===== src/rtl/qoa_pkg.sv =====
// qoa_pkg: shared states, error codes and QOA framing constants; QOA_FILE_HEADER_EN adds the file-header state
package qoa_pkg;
  typedef enum logic [2:0] {
`ifdef QOA_FILE_HEADER_EN
    S_FILE_HDR,
`endif
    S_HDR,
    S_LMS,
    S_SLICES,
    S_ERROR
  } qoa_state_e;
`ifdef QOA_FILE_HEADER_EN
  localparam qoa_state_e S_INIT = S_FILE_HDR;
`else
  localparam qoa_state_e S_INIT = S_HDR;
`endif
  localparam logic [1:0] ERR_NONE = 2'd0, ERR_BAD_HDR = 2'd1, ERR_OVERRUN = 2'd2, ERR_SIZE = 2'd3;
  localparam int QOA_HDR_BYTES = 8, QOA_LMS_BYTES = 16, QOA_SLICE_BYTES = 8, QOA_SLICE_LEN = 20;
  localparam logic [31:0] QOA_MAGIC = 32'h716f6166;
endpackage


===== src/rtl/qoa_frame_sequencer_if.sv =====
// qoa_frame_sequencer_if: rx byte stream in, channel-tagged slice stream out
interface qoa_frame_sequencer_if #(parameter int CH_W = 1);
  logic rx_valid;
  logic [7:0] rx_data;
  logic slice_valid, slice_ready, slice_last;
  logic [63:0] slice_data;
  logic [CH_W-1:0] slice_ch;
  modport master(input rx_valid, rx_data, slice_ready, output slice_valid, slice_data, slice_ch, slice_last);
  modport slave(output rx_valid, rx_data, slice_ready, input slice_valid, slice_data, slice_ch, slice_last);
endinterface


===== src/rtl/qoa_slice_assembler.sv =====
// qoa_slice_assembler: 8-byte assembly into a one-entry holding register with valid/ready and overrun detect
module qoa_slice_assembler
  import qoa_pkg::*;
#(
  parameter int CH_W = 1
) (
  input  logic            clk,
  input  logic            rst_n,
  input  logic            push,
  input  logic            freeze,
  input  logic [7:0]      byte_in,
  input  logic [CH_W-1:0] tag_ch,
  input  logic            tag_last,
  input  logic            slice_ready,
  output logic            complete,
  output logic            overrun,
  output logic            slice_valid,
  output logic [63:0]     slice_data,
  output logic [CH_W-1:0] slice_ch,
  output logic            slice_last
);
  logic [2:0] cnt;
  logic [55:0] asm_q;
  logic go, take, load;
  assign go = push && !freeze;
  assign complete = go && cnt == 3'(QOA_SLICE_BYTES - 1);
  assign take = slice_valid && slice_ready && !freeze;
  assign load = complete && (!slice_valid || slice_ready);
  assign overrun = complete && !load;
  always_ff @(posedge clk or negedge rst_n)
    if (!rst_n) begin
      cnt <= 3'd0;
      asm_q <= 56'd0;
      slice_valid <= 1'b0;
      slice_data <= 64'd0;
      slice_ch <= '0;
      slice_last <= 1'b0;
    end else begin
      if (go) begin
        cnt <= cnt + 3'd1;
        asm_q <= {asm_q[47:0], byte_in};
      end
      if (load) begin
        slice_data <= {asm_q, byte_in};
        slice_ch <= tag_ch;
        slice_last <= tag_last;
      end
      if (load || take) slice_valid <= load;
    end
endmodule


===== src/rtl/qoa_frame_sequencer.sv =====
// qoa_frame_sequencer: parses QOA frame headers, loads LMS state, hands out tagged slices.
// QOA_FILE_HEADER_EN: consume an 8-byte "qoaf" file header before the first frame.
module qoa_frame_sequencer
  import qoa_pkg::*;
#(
  parameter int MAX_CH = 2,
  localparam int CH_W = MAX_CH > 1 ? $clog2(MAX_CH) : 1
) (
  input  logic                 clk,
  input  logic                 rst_n,
  qoa_frame_sequencer_if.master bus,
  output logic                 lms_we,
  output logic [CH_W-1:0]      lms_ch,
  output logic [2:0]           lms_idx,
  output logic [15:0]          lms_wdata,
  output logic                 frame_start,
  output logic [7:0]           num_ch,
  output logic [23:0]          samplerate,
  output logic [15:0]          fsamples,
  output logic                 busy,
  output logic                 err,
  output logic [1:0]           err_code
);
  qoa_state_e state_q, state_n;
  logic [3:0] cnt_q, cnt_n;
  logic [55:0] sr_q;
  logic [63:0] hdr;
  logic [7:0] ch_q;
  logic [15:0] samples_left, fsize_q, frame_bytes, fb_n;
  logic [1:0] code_n;
  logic rx, hdr_done, hdr_bad, ch_last, lms_step, lms_done, tag_last, push, complete, overrun, load;
  assign rx = bus.rx_valid && state_q != S_ERROR;
  assign hdr = {sr_q, bus.rx_data};
  assign hdr_done = rx && state_q == S_HDR && cnt_q == 4'(QOA_HDR_BYTES - 1);
  assign hdr_bad = hdr[63:56] == 8'd0 || hdr[63:56] > 8'(MAX_CH) || hdr[31:16] == 16'd0;
  assign ch_last = ch_q + 8'd1 == num_ch;
  assign lms_step = rx && state_q == S_LMS;
  assign lms_done = lms_step && cnt_q == 4'(QOA_LMS_BYTES - 1) && ch_last;
  assign tag_last = samples_left <= 16'(QOA_SLICE_LEN) && ch_last;
  assign push = rx && state_q == S_SLICES;
  assign load = complete && !overrun;
  assign fb_n = state_q == S_HDR && cnt_q == 4'd0 ? 16'd1 : frame_bytes + 16'd1;
  always_comb begin
    state_n = state_q;
    code_n = ERR_NONE;
    cnt_n = cnt_q;
    if (rx && state_q != S_SLICES)
      cnt_n = state_q != S_LMS && cnt_q == 4'(QOA_HDR_BYTES - 1) ? 4'd0 : cnt_q + 4'd1;
`ifdef QOA_FILE_HEADER_EN
    if (rx && state_q == S_FILE_HDR && cnt_q == 4'(QOA_HDR_BYTES - 1)) begin
      state_n = hdr[63:32] == QOA_MAGIC ? S_HDR : S_ERROR;
      code_n = hdr[63:32] == QOA_MAGIC ? ERR_NONE : ERR_BAD_HDR;
    end
`endif
    if (hdr_done) begin
      state_n = hdr_bad ? S_ERROR : S_LMS;
      code_n = hdr_bad ? ERR_BAD_HDR : ERR_NONE;
    end else if (lms_done) begin
      state_n = S_SLICES;
    end else if (overrun) begin
      state_n = S_ERROR;
      code_n = ERR_OVERRUN;
    end else if (load && tag_last) begin
      state_n = fb_n == fsize_q ? S_HDR : S_ERROR;
      code_n = fb_n == fsize_q ? ERR_NONE : ERR_SIZE;
    end
  end
  always_ff @(posedge clk or negedge rst_n)
    if (!rst_n) begin
      state_q <= S_INIT;
      cnt_q <= 4'd0;
      busy <= 1'b0;
      err <= 1'b0;
      err_code <= ERR_NONE;
    end else begin
      state_q <= state_n;
      cnt_q <= cnt_n;
      busy <= !(state_n == S_HDR && cnt_n == 4'd0);
      if (state_q != S_ERROR && state_n == S_ERROR) begin
        err <= 1'b1;
        err_code <= code_n;
      end
    end
  // hdr doubles as the byte-pair window: hdr[15:0] is the big-endian LMS word
  always_ff @(posedge clk or negedge rst_n)
    if (!rst_n) begin
      sr_q <= 56'd0;
      ch_q <= 8'd0;
      samples_left <= 16'd0;
      fsize_q <= 16'd0;
      frame_bytes <= 16'd0;
      lms_we <= 1'b0;
      lms_ch <= '0;
      lms_idx <= 3'd0;
      lms_wdata <= 16'd0;
      frame_start <= 1'b0;
      num_ch <= 8'd0;
      samplerate <= 24'd0;
      fsamples <= 16'd0;
    end else begin
      lms_we <= lms_step && cnt_q[0];
      frame_start <= hdr_done && !hdr_bad;
      if (rx) begin
        sr_q <= hdr[55:0];
        frame_bytes <= fb_n;
      end
      if (hdr_done) begin
        num_ch <= hdr[63:56];
        samplerate <= hdr[55:32];
        fsamples <= hdr[31:16];
        fsize_q <= hdr[15:0];
        samples_left <= hdr[31:16];
        ch_q <= 8'd0;
      end
      if (lms_step && cnt_q[0]) begin
        lms_ch <= ch_q[CH_W-1:0];
        lms_idx <= cnt_q[3:1];
        lms_wdata <= hdr[15:0];
      end
      if ((lms_step && cnt_q == 4'(QOA_LMS_BYTES - 1)) || load) ch_q <= ch_last ? 8'd0 : ch_q + 8'd1;
      if (load && ch_last) samples_left <= samples_left - 16'(QOA_SLICE_LEN);
    end
  qoa_slice_assembler #(.CH_W(CH_W)) u_asm (
    .clk(clk),
    .rst_n(rst_n),
    .push(push),
    .freeze(state_q == S_ERROR),
    .byte_in(bus.rx_data),
    .tag_ch(ch_q[CH_W-1:0]),
    .tag_last(tag_last),
    .slice_ready(bus.slice_ready),
    .complete(complete),
    .overrun(overrun),
    .slice_valid(bus.slice_valid),
    .slice_data(bus.slice_data),
    .slice_ch(bus.slice_ch),
    .slice_last(bus.slice_last)
  );
endmodule


===== src/flat_wrapper.sv =====
// flat-port wrapper written by rule: the top's interface ports become plain ports
module qoa_frame_sequencer_flat import qoa_pkg::*;
#(
  parameter int MAX_CH = 2,
  localparam int CH_W = MAX_CH > 1 ? $clog2(MAX_CH) : 1
)
  (clk, rst_n, lms_we, lms_ch, lms_idx, lms_wdata, frame_start, num_ch, samplerate, fsamples, busy, err, err_code, bus_rx_valid, bus_rx_data, bus_slice_ready, bus_slice_valid, bus_slice_data, bus_slice_ch, bus_slice_last);
  qoa_frame_sequencer_if #(.CH_W((1))) bus_i ();
  input  logic clk;
  input  logic rst_n;
  output logic lms_we;
  output logic [CH_W-1:0] lms_ch;
  output logic [2:0] lms_idx;
  output logic [15:0] lms_wdata;
  output logic frame_start;
  output logic [7:0] num_ch;
  output logic [23:0] samplerate;
  output logic [15:0] fsamples;
  output logic busy;
  output logic err;
  output logic [1:0] err_code;
  input wire logic [$bits(bus_i.rx_valid)-1:0] bus_rx_valid;
  input wire logic [$bits(bus_i.rx_data)-1:0] bus_rx_data;
  input wire logic [$bits(bus_i.slice_ready)-1:0] bus_slice_ready;
  output wire logic [$bits(bus_i.slice_valid)-1:0] bus_slice_valid;
  output wire logic [$bits(bus_i.slice_data)-1:0] bus_slice_data;
  output wire logic [$bits(bus_i.slice_ch)-1:0] bus_slice_ch;
  output wire logic [$bits(bus_i.slice_last)-1:0] bus_slice_last;
  assign bus_i.rx_valid = bus_rx_valid;
  assign bus_i.rx_data = bus_rx_data;
  assign bus_i.slice_ready = bus_slice_ready;
  assign bus_slice_valid = bus_i.slice_valid;
  assign bus_slice_data = bus_i.slice_data;
  assign bus_slice_ch = bus_i.slice_ch;
  assign bus_slice_last = bus_i.slice_last;
  qoa_frame_sequencer #(.MAX_CH(MAX_CH)) u_core (.clk(clk), .rst_n(rst_n), .bus(bus_i), .lms_we(lms_we), .lms_ch(lms_ch), .lms_idx(lms_idx), .lms_wdata(lms_wdata), .frame_start(frame_start), .num_ch(num_ch), .samplerate(samplerate), .fsamples(fsamples), .busy(busy), .err(err), .err_code(err_code));
endmodule

===== config.mk =====
export PLATFORM = sky130hd
export DESIGN_NAME = qoa_frame_sequencer_flat
export DESIGN_NICKNAME = d
export VERILOG_FILES = /design/src/rtl/qoa_pkg.sv /design/src/rtl/qoa_frame_sequencer_if.sv /design/src/rtl/qoa_slice_assembler.sv /design/src/rtl/qoa_frame_sequencer.sv /design/src/flat_wrapper.sv
export SDC_FILE = /design/constraint.sdc
export NUM_CORES = 1
export LEC_CHECK = 0
export BUFFER_PORTS_ARGS = -buffer_cell sky130_fd_sc_hd__clkbuf_2
export CAP_MARGIN = 40
export CORE_ASPECT_RATIO = 1.25
export CORE_UTILIZATION = 63
export DETAILED_ROUTE_END_ITERATION = 8
export PLACE_DENSITY = 0.95
export SETUP_SLACK_MARGIN = 0.05
export SYNTH_ARGS = -nofsm -noshare
export SYNTH_HDL_FRONTEND = slang
export SYNTH_HIERARCHICAL = 1
export SYNTH_SLANG_ARGS = --single-unit

===== constraint.sdc =====
create_clock -name clk -period 4.6 [get_ports clk]
set_input_delay 0.69 -clock clk [delete_from_list [all_inputs] [get_ports clk]]
set_output_delay 0.69 -clock clk [all_outputs]
set_load 0.05 [all_outputs]

Yosys cells after proc, flatten, opt, wreduce, memory -nomap -nowiden
Index checks and enable logic that the tools add are counted.
W data, S select, Z words.
{ "classes": {"n_addsub": 5, "order_cmp": 2, "eq_ne": 12, "muxes": 20, "reduce_logical": 43} }
{ "ops": {"columns": ["cell", "count"], "rows": [
  ["$mux W16", 3],
  ["$logic_and A1 B1 Y1", 24],
  ["$mux W8", 3],
  ["$add A16 B1 Y16 const B", 1],
  ["$eq A16 B16 Y1", 1],
  ["$le A16 B5 Y1 const B", 1],
  ["$logic_not A16 Y1", 1],
  ["$sub A16 B5 Y16 const B", 1],
  ["$mux W2", 7],
  ["$mux W3", 4],
  ["$eq A3 B2 Y1 const B", 3],
  ["$add A8 B1 Y8 const B", 1],
  ["$eq A8 B8 Y1", 1],
  ["$gt A8 B2 Y1 const B", 1],
  ["$logic_not A4 Y1", 2],
  ["$logic_not A8 Y1", 1],
  ["$mux W4", 2],
  ["$logic_not A1 Y1", 6],
  ["$logic_not A3 Y1", 2],
  ["$ne A3 B2 Y1 const B", 2],
  ["$logic_or A1 B1 Y1", 5],
  ["$add A4 B1 Y4 const B", 1],
  ["$eq A4 B3 Y1 const B", 1],
  ["$eq A4 B4 Y1 const B", 1],
  ["other kinds (6)", 7]
]} }
{ "totals": {"regBits": 319, "inputBits": 12, "out_inout_bits": 141, "wordCells": 106} }

Longest topological paths before layout
Gate-level depths: netlist of run 1.
{ "depth": {"word_depth": 18, "ltp_mapped": 12, "ltp_nobuf": 12} }

Modules after synthesis
Netlist of run 1, hierarchy kept.
{ "modules_own_cells": {"columns": ["module", "instances", "cells_each", "area_each_um2", "seq_area_each_um2"], "rows": [
  ["qoa_frame_sequencer", 1, 906, 9082.5, 4829.6],
  ["qoa_slice_assembler", 1, 275, 5018.6, 3153.0]
]} }

Worst setup path before layout of run 1
No wires, ideal clock.
{ "synth_path": {"kind": "register -> register", "startpoint": "reg u_core.samples_left[6]", "endpoint": "reg u_core.err_code[0]", "setup_time_ns": 0.128, "arrival_time_ns": 2.718, "t_required_ns": 4.472, "slack_ns": 1.755, "stages_incl_launch_ff": 10, "path_buffers": 0, "period_less_slack_ns": 2.845, "path_cell_list": "dfrtp_1 -> or4_4 -> or3_4 -> nor4_4 -> nand2_2 -> a211o_1 -> a21oi_2 -> o41ai_2 -> a211oi_2 -> mux2_1"} }
{ "synth_between": {"elab_chain_cells": 9, "word_cells_on_any_way": 13, "cone_classes": "order compare (1); eq/ne (1); mux (8); reduce/logical (3)"} }
{ "synth_lines": {"columns": ["element", "line_no", "text"], "rows": [
  ["start: declaration", "qoa_frame_sequencer.sv:29", "logic [15:0] samples_left, fsize_q, frame_bytes, fb_n;"],
  ["start signal: assignment", "qoa_frame_sequencer.sv:112", "samples_left <= hdr[31:16];"],
  ["start signal: assignment", "qoa_frame_sequencer.sv:121", "if (load && ch_last) samples_left <= samples_left - 16'(QOA_SLICE_LEN);"],
  ["$le A16 B5 Y1 (*)", "qoa_frame_sequencer.sv:39", "assign tag_last = samples_left <= 16'(QOA_SLICE_LEN) && ch_last;"],
  ["$logic_and A1 B1 Y1 (*)", "qoa_frame_sequencer.sv:39", null],
  ["$logic_and A1 B1 Y1 (*)", "qoa_frame_sequencer.sv:63", "end else if (load && tag_last) begin"],
  ["$mux W3", "qoa_frame_sequencer.sv:63", null],
  ["$mux W3", "qoa_frame_sequencer.sv:60", "end else if (overrun) begin"],
  ["$mux W3", "qoa_frame_sequencer.sv:58", "end else if (lms_done) begin"],
  ["$mux W3", "qoa_frame_sequencer.sv:55", "if (hdr_done) begin"],
  ["$eq A3 B2 Y1", "qoa_frame_sequencer.sv:79", "if (state_q != S_ERROR && state_n == S_ERROR) begin"],
  ["$logic_and A1 B1 Y1", "qoa_frame_sequencer.sv:79", null],
  ["end signal: assignment", "qoa_frame_sequencer.sv:81", "err_code <= code_n;"],
  ["end: declaration", "qoa_frame_sequencer.sv:22", "output logic [1:0] err_code"]
]} }
Mark *: on every way between the ends. The rest lies on a longest branch, timed or not.
A chain may end at the register's enable or synchronous reset.

Worst setup path in the final report of run 1
{ "layout_path": {"startpoint": "reg u_core.cnt_q[0]", "endpoint": "reg u_core.busy"} }
{ "layout_between": {"elab_chain_cells": 12, "word_cells_on_any_way": 22, "cone_classes": "add/sub (1); eq/ne (3); mux (8); reduce/logical (10)"} }
{ "layout_lines": {"columns": ["element", "line_no", "text"], "rows": [
  ["start: declaration", "qoa_frame_sequencer.sv:25", "logic [3:0] cnt_q, cnt_n;"],
  ["start signal: assignment", "qoa_frame_sequencer.sv:77", "cnt_q <= cnt_n;"],
  ["$logic_not A4 Y1", "qoa_frame_sequencer.sv:42", "assign fb_n = state_q == S_HDR && cnt_q == 4'd0 ? 16'd1 : frame_bytes + 16'd1;"],
  ["$logic_and A1 B1 Y1", "qoa_frame_sequencer.sv:42", null],
  ["$mux W16", "qoa_frame_sequencer.sv:42", null],
  ["$eq A16 B16 Y1", "qoa_frame_sequencer.sv:64", "state_n = fb_n == fsize_q ? S_HDR : S_ERROR;"],
  ["$mux W2", "qoa_frame_sequencer.sv:64", null],
  ["$mux W3", "qoa_frame_sequencer.sv:63", null],
  ["$mux W3", "qoa_frame_sequencer.sv:60", null],
  ["$mux W3", "qoa_frame_sequencer.sv:58", null],
  ["$mux W3 (*)", "qoa_frame_sequencer.sv:55", null],
  ["via u_core.state_n[1]", "qoa_frame_sequencer.sv:24", "qoa_state_e state_q, state_n;"],
  ["$logic_not A3 Y1 (*)", "qoa_frame_sequencer.sv:78", "busy <= !(state_n == S_HDR && cnt_n == 4'd0);"],
  ["$logic_and A1 B1 Y1 (*)", "qoa_frame_sequencer.sv:78", null],
  ["$logic_not A1 Y1 (*)", "qoa_frame_sequencer.sv:78", null],
  ["end signal: assignment", "qoa_frame_sequencer.sv:78", null],
  ["end: declaration", "qoa_frame_sequencer.sv:20", "output logic busy,"]
]} }
The timed path passes the listed nets; every way through them passes the cells marked *.

==> results of run 1 <==
-- final timing paths --
path / slack [ps] / startpoint / to
max in group asynchronous: 3150 / rst_n / u_core/u_asm/slice_data[12]
hold reg to reg: 470 / u_core/err / u_core/err
setup reg to reg: 1180 / u_core/cnt_q[0] / u_core/busy
setup / recovery: 1180 / u_core/cnt_q[0] / u_core/busy
min in group clk: 440 / bus_rx_data[6] / u_core/fsize_q[6]
hold / removal: 120 / rst_n / u_core/num_ch[4]
-- registers in the layout (all words and copies together), names as in the netlist, 8 cells and up --
| name | flops |
|---|---|
| u_core/samples_left | 16 |
| u_core/num_ch | 8 |
| u_core/frame_bytes | 16 |
| u_core/fsize_q | 16 |
| u_core/samplerate | 24 |
| u_core/fsamples | 16 |
| u_core/sr_q | 56 |
| u_core/ch_q | 8 |
| u_core/u_asm/slice_data | 64 |
| u_core/lms_wdata | 16 |
| u_core/u_asm/asm_q | 56 |
-- per-stage QoR --
stage               cell area [um2]  power (mW)
finish                        16000        6.26
global placement              15000        3.60
floorplan                     14100        3.45
CTS                           16000        6.28
detailed placement            15000        3.63
global route                  16000        6.46
-- where the power goes --
group | switching, mW | total (mW) | internal [mW] | leakage (nW)
registers | 0.205 | 3.16 | 2.96 | 4.28
clock network | 1.11 | 2.65 | 1.54 | 0.516
logic | 0.242 | 0.443 | 0.201 | 3.33
-- cell usage in the layout, fill, tap and decap left out, types with 4 or more instances in the layout --
cell / n
sky130_fd_sc_hd__a211o_1: 4
sky130_fd_sc_hd__a21oi_1: 24
sky130_fd_sc_hd__and3_1: 11
sky130_fd_sc_hd__and4_1: 4
sky130_fd_sc_hd__buf_4: 11
sky130_fd_sc_hd__bufinv_16: 4
sky130_fd_sc_hd__clkbuf_16: 30
sky130_fd_sc_hd__clkbuf_2: 151
sky130_fd_sc_hd__clkbuf_8: 7
sky130_fd_sc_hd__clkinv_2: 4
sky130_fd_sc_hd__clkinvlp_4: 4
sky130_fd_sc_hd__dfrtp_1: 319
sky130_fd_sc_hd__ha_1: 8
sky130_fd_sc_hd__inv_1: 22
sky130_fd_sc_hd__mux2_2: 148
sky130_fd_sc_hd__mux2_4: 50
sky130_fd_sc_hd__mux2i_1: 7
sky130_fd_sc_hd__nand2_1: 244
sky130_fd_sc_hd__nand2b_1: 9
sky130_fd_sc_hd__nand3_1: 20
sky130_fd_sc_hd__nand4_1: 7
sky130_fd_sc_hd__nor2_1: 40
sky130_fd_sc_hd__nor2b_1: 7
sky130_fd_sc_hd__nor3_1: 9
sky130_fd_sc_hd__nor4_1: 11
sky130_fd_sc_hd__o21ai_0: 55
sky130_fd_sc_hd__o31ai_1: 7
sky130_fd_sc_hd__o32ai_1: 4
sky130_fd_sc_hd__or3_1: 4
sky130_fd_sc_hd__xnor2_1: 13
sky130_fd_sc_hd__xor2_1: 9
-- layer usage --
metal / vias up / routed length [um]
li1: 4399 / -
met1: 5103 / 14100
met2: 500 / 18200
met3: 121 / 2470
met4: 0 / 1340
met5: - / 0
-- logic make-up (layout without fill, tap and decap cells) --
kind of cell	after synthesis	count (layout)
XOR/XNOR	22	22
flip-flops	319	319
adder cells (fa/ha/maj)	8	8
AO/OA/AOI/OAI	144	144
AND/OR/NAND/NOR	403	403
multiplexers	207	207
buffers and inverters	78	242
-- area by class of cell --
cell class	count	area (um2)	share of cell area (%)
timing repair buffer	164	873	5.44
clock inverter	16	213	1.33
sequential	319	7980	49.8
inverter	22	82.6	0.515
clock buffer	40	858	5.35
tap	279	349	2.18
multi-input combinational	784	5680	35.4
==> impl_metrics.yaml, run 1 <==
setup_path:
  critical_path.startpoint_type: "flop"
  cp_slowest_stage_delay_ps: 500
  cp.arrival_ps: 3850
  worst-path-stages: 11
  crit_required_ps: 5030
  worst_setup_path_end_kind: "flop"
  timing_worst_setup_path_type: "reg2reg"
  timing.critical_path.mode_cell: "sky130_fd_sc_hd__inv_1"
  worstPathMaxFanout: 22
  critPathSlowestCell: "sky130_fd_sc_hd__and2_2"
  critical_path_buffer_and_inverter_count: 2
  critical_path.top_delay_family: "simple AND/OR/NAND/NOR gates"
  crit_path_cell_trace: "inv_1, ha_1, nor4b_4, and2_2, o21ai_1, a211o_1, nor4_2, nand4_2, o41ai_2, inv_1, or3_1"
  rr_worst_depth: 11
grt:
  met3_usage_pct: 5.65
  groute.usage.overall_pct: 32.5
  use_met1_pct: 41.7
  grt_antenna_before_repair: 0
  top_usage_layer: "met2"
  first_global_vias: 10600
  overflow: 0
  grt_max_degree: 102
  met2_usage_pct: 55.2
  grt_pass1_wl_um: 57700
power_and_ir_drop:
  cellLeakagePower_nw: 8.13
  vdd_drop_max_v: 0.000320
  cellPowerDensity_mw_per_mm2: 390
final_layout:
  n_fill_cell: 1284
  nNetsFinal: 1341
  areaGrowthSynthToFinish_pct: 13.8
  num_antenna_cells: 0
  final_util_pct: 73.7
  final_layout_size_suffix_gt1_share_pct: 33.2
  final_cells: 1624
placed_design:
  placement.io_buffers: 152
  place_inst: 1568
  dp.final_hpwl_um: 22500
  place_worst_setup_slack_ps: 1200
  routabilityCongestion: 0.907
logic_synthesis:
  share_of_synthesized_registers_carrying_an_async_set_or_reset_pct: 100
  synth-compound-area-share_pct: 6.74
  synth_top_family_by_area: "multiplexers"
  synth-warning-count: 6
  yosys.area_share.xor_xnor_pct: 1.37
  synthFlopType: "sky130_fd_sc_hd__dfrtp_1"
  synth_cell_type_count: 82
  synth_area_leaders: "sky130_fd_sc_hd__dfrtp_1 (57%), sky130_fd_sc_hd__mux2_2 (12%), sky130_fd_sc_hd__nand2_1 (6.5%)"
  synth_adder_area_share_pct: 0.710
  synth_seq_area_share_pct: 56.6
  postSynthAreaPerCell_um2: 11.9
  netlist.top_cell.by_area: "sky130_fd_sc_hd__dfrtp_1"
  postSynthCellCount: 1181
  synth_mux_area_share_pct: 17.8
  synth-simple-area-share_pct: 13.6
  synth_top_area_share_pct: 56.6
  syn-cell-area_mm2: 0.0141
  synth_seq_cells: 319
  synth.most_common_cell: "sky130_fd_sc_hd__dfrtp_1"
  synth.top_cells.by_count: "sky130_fd_sc_hd__dfrtp_1 (319), sky130_fd_sc_hd__nand2_1 (245), sky130_fd_sc_hd__mux2_2 (148), sky130_fd_sc_hd__o21ai_0 (55), sky130_fd_sc_hd__mux2_4 (50)"
  synth_enable_flop_cells: 0
  synth_nets: 1201
die:
  i_o_pins: 153
  chipHeight_um: 169
  design.core.area_mm2: 0.0218
  floorplan.initialDensity_pct: 64.8
  fp.dieArea_mm2: 0.0230
  chipWidth_um: 136
  num_rows: 60
clock_tree:
  ctsRootBufferMaster: "sky130_fd_sc_hd__clkbuf_16"
  number_of_buffers_added_by_the_clock_tree_synthesis_step: 30
  tritoncts: "built"
  postCtsSetupRepairBufs: 0
  cts.repair.resized: 0
  cts_max_path_buffers: 3
  postCtsHoldBufs: 0
  clock_latency_ps: 570
  clock_sinks: 319
  cts.htree.levels: 1
  clk_pin_slew_ps: 70
sta:
  accumulated_negative_setup_slack_ps: 0
  fin_skew_ps: 20.1
  maxSlewViolCount: 0
  worst_slack_ps: 1180
  timing.hold.ws_ps: 120
  rsz0062_at_grt: "false"
  timing.final.setup_violations: 0
  worst_pin_slew_ps: 897
  hold_violations: 0
  max-slew-margin-rel_pct: 40.2
  timing.final.crit_share_pct: 74.3
  max_clock_freq_mhz: 293
  final_period_minus_worst_setup_slack_ps: 3420
drt:
  vias_per_cell: 6.23
  drt_iter0_markers: 898
  drt-total-wl_um: 36000
  vias: 10100
  drc: 0
  detail_route.wl_per_cell_um: 22.2
  drtAntennaViolNets: 0
  first_pass_iters: 6
job:
  timing.max_cap.violations: 0
min_path:
  min_path_type: "in2async"
status:
  run_status: "finished clean"
Power figures use the tool's default switching activity.
==> run 2: changes to the inputs <==
--- a/config.mk
+++ b/config.mk
@@ -5,12 +5,13 @@
 export SDC_FILE = /design/constraint.sdc
 export NUM_CORES = 1
 export LEC_CHECK = 0
+export ABC_AREA = 1
 export BUFFER_PORTS_ARGS = -buffer_cell sky130_fd_sc_hd__clkbuf_2
 export CAP_MARGIN = 40
 export CORE_ASPECT_RATIO = 1.25
-export CORE_UTILIZATION = 63
+export CORE_UTILIZATION = 53
 export DETAILED_ROUTE_END_ITERATION = 8
-export PLACE_DENSITY = 0.95
+export PLACE_DENSITY = 0.86
 export SETUP_SLACK_MARGIN = 0.05
 export SYNTH_ARGS = -nofsm -noshare
 export SYNTH_HDL_FRONTEND = slang
==> constraint.sdc (replaced) <==
create_clock -name clk -period 2.8 [get_ports clk]
set_input_delay 0.42 -clock clk [delete_from_list [all_inputs] [get_ports clk]]
set_output_delay 0.42 -clock clk [all_outputs]
set_load 0.05 [all_outputs]
==> run 2 against run 1 <==
Against the previous run:
- critical path depth increased by 6
- die area rose by 16%
- cell count rose by 29%
- worst hold slack improved by 35 ps
- sequential power up 140%
- maximum frequency grew 32%
- final area is 0.51% lower
- clock-buffer cell count decreased by 1
- power grew to 2.9 times the previous value
- non-clock buffer count up 9
- critical endpoint is now u_core/samples_left[8]
==> impl_metrics.yaml, run 2 <==
final_layout:
  areaGrowthSynthToFinish_pct: 15.3
  largest_reg_flops: 64
  largest_register: "u_core/u_asm/slice_data"
  nNetsFinal: 1758
  final_layout_size_suffix_gt1_share_pct: 15.4
  largest_registers: "u_core/u_asm/slice_data (64), u_core/sr_q (56), u_core/u_asm/asm_q (56)"
  layout_commonest_cell: "sky130_fd_sc_hd__nand2_1"
  commonest_non_fill_non_tap_cells_in_the_layout: "sky130_fd_sc_hd__nand2_1 (629), sky130_fd_sc_hd__dfrtp_1 (319), sky130_fd_sc_hd__clkbuf_2 (151), sky130_fd_sc_hd__o21ai_0 (151), sky130_fd_sc_hd__inv_1 (123)"
  num_antenna_cells: 0
clock_tree:
  ctsRootBufferMaster: "sky130_fd_sc_hd__clkbuf_16"
  cts.htree.levels: 1
  clock_sinks: 319
  clk_pin_slew_ps: 60
  number_of_buffers_added_by_the_clock_tree_synthesis_step: 31
  postCtsSetupRepairBufs: 0
  cts_max_path_buffers: 3
  clock_latency_ps: 560
  tritoncts: "built"
setup_path:
  critPathSlowestCell: "sky130_fd_sc_hd__dfrtp_1"
  cp.arrival_ps: 3070
  critical_path_buffer_and_inverter_count: 2
  critical_path.startpoint_type: "flop"
  cp_slowest_stage_delay_ps: 420
  timing_worst_setup_path_type: "reg2reg"
  crit_required_ps: 3280
  worst_setup_path_end_kind: "flop"
  critical_path.top_delay_family: "simple AND/OR/NAND/NOR gates"
  r2r_setup_slack_ps: 210
  timing.critical_path.mode_cell: "sky130_fd_sc_hd__nand2_1"
  worstPathMaxFanout: 15
  crit_path_cell_trace: "ha_1, or2_1, nand2_1, nand2_1, nand2_1, nand2_1, nor2_1, nand2_1, nor2_2, nand2_2, inv_2, nand2_4, nand2_2, inv_1, o22ai_1, o31ai_1, o21ai_0"
grt:
  overflow: 0
  grt_pass1_wl_um: 55900
  grt_max_degree: 127
  grt_antenna_before_repair: 0
  first_global_vias: 11100
  groute.usage.overall_pct: 25.9
drt:
  vias_per_cell: 5.47
  detail_route.wl_per_cell_um: 16.2
  first_pass_iters: 5
  drt_iter0_markers: 858
  drt-total-wl_um: 34000
  drc: 0
  vias: 11500
  drtAntennaViolNets: 0
sta:
  final_period_minus_worst_setup_slack_ps: 2590
  accumulated_negative_setup_slack_ps: 0
  timing.final.setup_violations: 0
  timing.final.crit_share_pct: 92.4
  max_clock_freq_mhz: 386
  max-slew-margin-rel_pct: 50.3
  rsz0062_at_grt: "true"
  fin_skew_ps: 17.3
  maxSlewViolCount: 0
  worst_slack_ps: 211
  hold_violations: 0
  worst_pin_slew_ps: 745
  timing.hold.ws_ps: 155
min_path:
  min_path_type: "in2reg"
placed_design:
  place_worst_setup_slack_ps: 207
  routabilityCongestion: 0.917
  dp.final_hpwl_um: 22500
  placement.io_buffers: 152
power_and_ir_drop:
  share_clk_of_total_power_pct: 23.7
  cellPowerDensity_mw_per_mm2: 1150
  cellLeakagePower_nw: 8.45
  switching_share_pct: 42.9
  p_sw_mw: 7.86
  vdd_drop_max_v: 0.000686
  pwr-share-seq_pct: 40.9
  fraction_of_power_consumed_by_combinational_cells_pct: 35.4
  intPower_mw: 10.5
logic_synthesis:
  synth_top_area_share_pct: 57.7
  synth_area_leaders: "sky130_fd_sc_hd__dfrtp_1 (58%), sky130_fd_sc_hd__nand2_1 (17%), sky130_fd_sc_hd__o21ai_0 (5.5%)"
  netlist.top_cell.by_area: "sky130_fd_sc_hd__dfrtp_1"
  synth_seq_cells: 319
  postSynthAreaPerCell_um2: 8.58
  synth_nets: 1633
  synth_enable_flop_cells: 0
  synth_cell_type_count: 49
  postSynthCellCount: 1613
  syn-cell-area_mm2: 0.0138
  synth-warning-count: 6
  synth.top_cells.by_count: "sky130_fd_sc_hd__nand2_1 (632), sky130_fd_sc_hd__dfrtp_1 (319), sky130_fd_sc_hd__o21ai_0 (151), sky130_fd_sc_hd__inv_1 (123), sky130_fd_sc_hd__nand4_1 (91)"
  synth.most_common_cell: "sky130_fd_sc_hd__nand2_1"
  share_of_synthesized_registers_carrying_an_async_set_or_reset_pct: 100
  synth_seq_area_share_pct: 57.7
  synthFlopType: "sky130_fd_sc_hd__dfrtp_1"
die:
  design.core.area_mm2: 0.0255
  floorplan.initialDensity_pct: 54.4
  num_rows: 65
  chipWidth_um: 147
  fp.dieArea_mm2: 0.0268
  chipHeight_um: 183
  i_o_pins: 153
status:
  run_status: "finished clean"
job:
  timing.max_cap.violations: 0
## run 2: changes by cell type in the layout (fill, tap and decap cells not counted), moves of 10 or more
cell,delta
sky130_fd_sc_hd__and3_1,-10
sky130_fd_sc_hd__a21oi_1,-13
sky130_fd_sc_hd__mux2_4,-50
sky130_fd_sc_hd__mux2_2,-148
sky130_fd_sc_hd__nand3_1,+26
sky130_fd_sc_hd__nand2_1,+385
sky130_fd_sc_hd__nand4_1,+84
sky130_fd_sc_hd__inv_1,+101
sky130_fd_sc_hd__o21ai_0,+96
sky130_fd_sc_hd__xnor2_1,-12
## run 2: kinds of logic (layout without fill, tap and decap cells)
kind of cell / Yosys count / after routing / synth area share, %
buffers and inverters: 215 / 361 / 6.31
xor gates and xnor gates: 8 / 8 / 0.506
DFF: 319 / 319 / 57.7
and+or+nand+nor: 874 / 874 / 27.5
AOI/OAI and AO/OA: 189 / 189 / 7.33
adders and majority gates: 8 / 8 / 0.723
## run 2: repair_timing
action	4_1_cts	5_1_grt
gates resized for setup	0	6
hold endpoints to repair	50	0
hold buffers	1	0
setup endpoints to repair	0	9
## run 2: layout make-up
| class | instances | area [um2] |
|---|---|---|
| fill | 2054 | 9490 |
| clock buffer | 39 | 846 |
| timing repair buffer | 173 | 976 |
| tap | 335 | 419 |
| clock inverter | 15 | 219 |
| sequential | 319 | 7980 |
| multi-input combinational | 1079 | 5010 |
| inverter | 134 | 509 |
## run 2: through the flow
stage                     cells  utilization [%]  area, um2  power, mW
after floorplan            1613                -      13800       12.1
after global placement     2039             58.4      14900       13.7
after detailed placement   2039             58.4      14900       14.0
after CTS                  2094             62.6      15900       18.4
after global routing       2094             62.7      16000       19.4
final                      2094             62.7      16000       18.3
## run 2: worst register-to-register path: stages, from the launching register on
cell and delay (ps):
sky130_fd_sc_hd__dfrtp_1 420, sky130_fd_sc_hd__ha_1 260, sky130_fd_sc_hd__or2_1 270, sky130_fd_sc_hd__nand2_1 90, sky130_fd_sc_hd__nand2_1 70, sky130_fd_sc_hd__nand2_1 70
sky130_fd_sc_hd__nand2_1 60, sky130_fd_sc_hd__nor2_1 120, sky130_fd_sc_hd__nand2_1 80, sky130_fd_sc_hd__nor2_2 160, sky130_fd_sc_hd__nand2_2 120, sky130_fd_sc_hd__inv_2 80
sky130_fd_sc_hd__nand2_4 130, sky130_fd_sc_hd__nand2_2 180, sky130_fd_sc_hd__inv_1 120, sky130_fd_sc_hd__o22ai_1 120, sky130_fd_sc_hd__o31ai_1 100, sky130_fd_sc_hd__o21ai_0 80
## run 2: per-layer routing
layer / routed length [um] / up-vias / GRT usage, %
met1: 13600 / 5557 / 33.7
met3: 2510 / 67 / 5.13
met4: 979 / 0 / 8.13
met2: 16900 / 395 / 43.6
met5: 0 / - / 0
li1: - / 5445 / -
## run 2: final timing paths
| kind | start | end | cells past startpoint |
|---|---|---|---|
| max | u_core/ch_q[1] | u_core/samples_left[8] | 17 |
| min | bus_rx_data[0] | u_core/u_asm/asm_q[0] | 3 |
| max reg2reg | u_core/ch_q[1] | u_core/samples_left[8] | 17 |
| min reg2reg | u_core/u_asm/slice_data[18] | u_core/u_asm/slice_data[18] | 2 |
| max in group asynchronous | rst_n | u_core/u_asm/slice_data[11] | 3 |
| min in group asynchronous | rst_n | u_core/sr_q[24] | 2 |
## run 2: power by group through the flow
| stage | Sequential, mW | Combinational, mW | Clock, mW |
|---|---|---|---|
| finish | 7.49 | 6.49 | 4.35 |
| global placement | 7.47 | 6.24 | 0 |
| global route | 7.68 | 7.14 | 4.61 |
| CTS | 7.48 | 6.50 | 4.42 |
| detailed placement | 7.51 | 6.45 | 0 |
| floorplan | 9.19 | 2.90 | 0 |
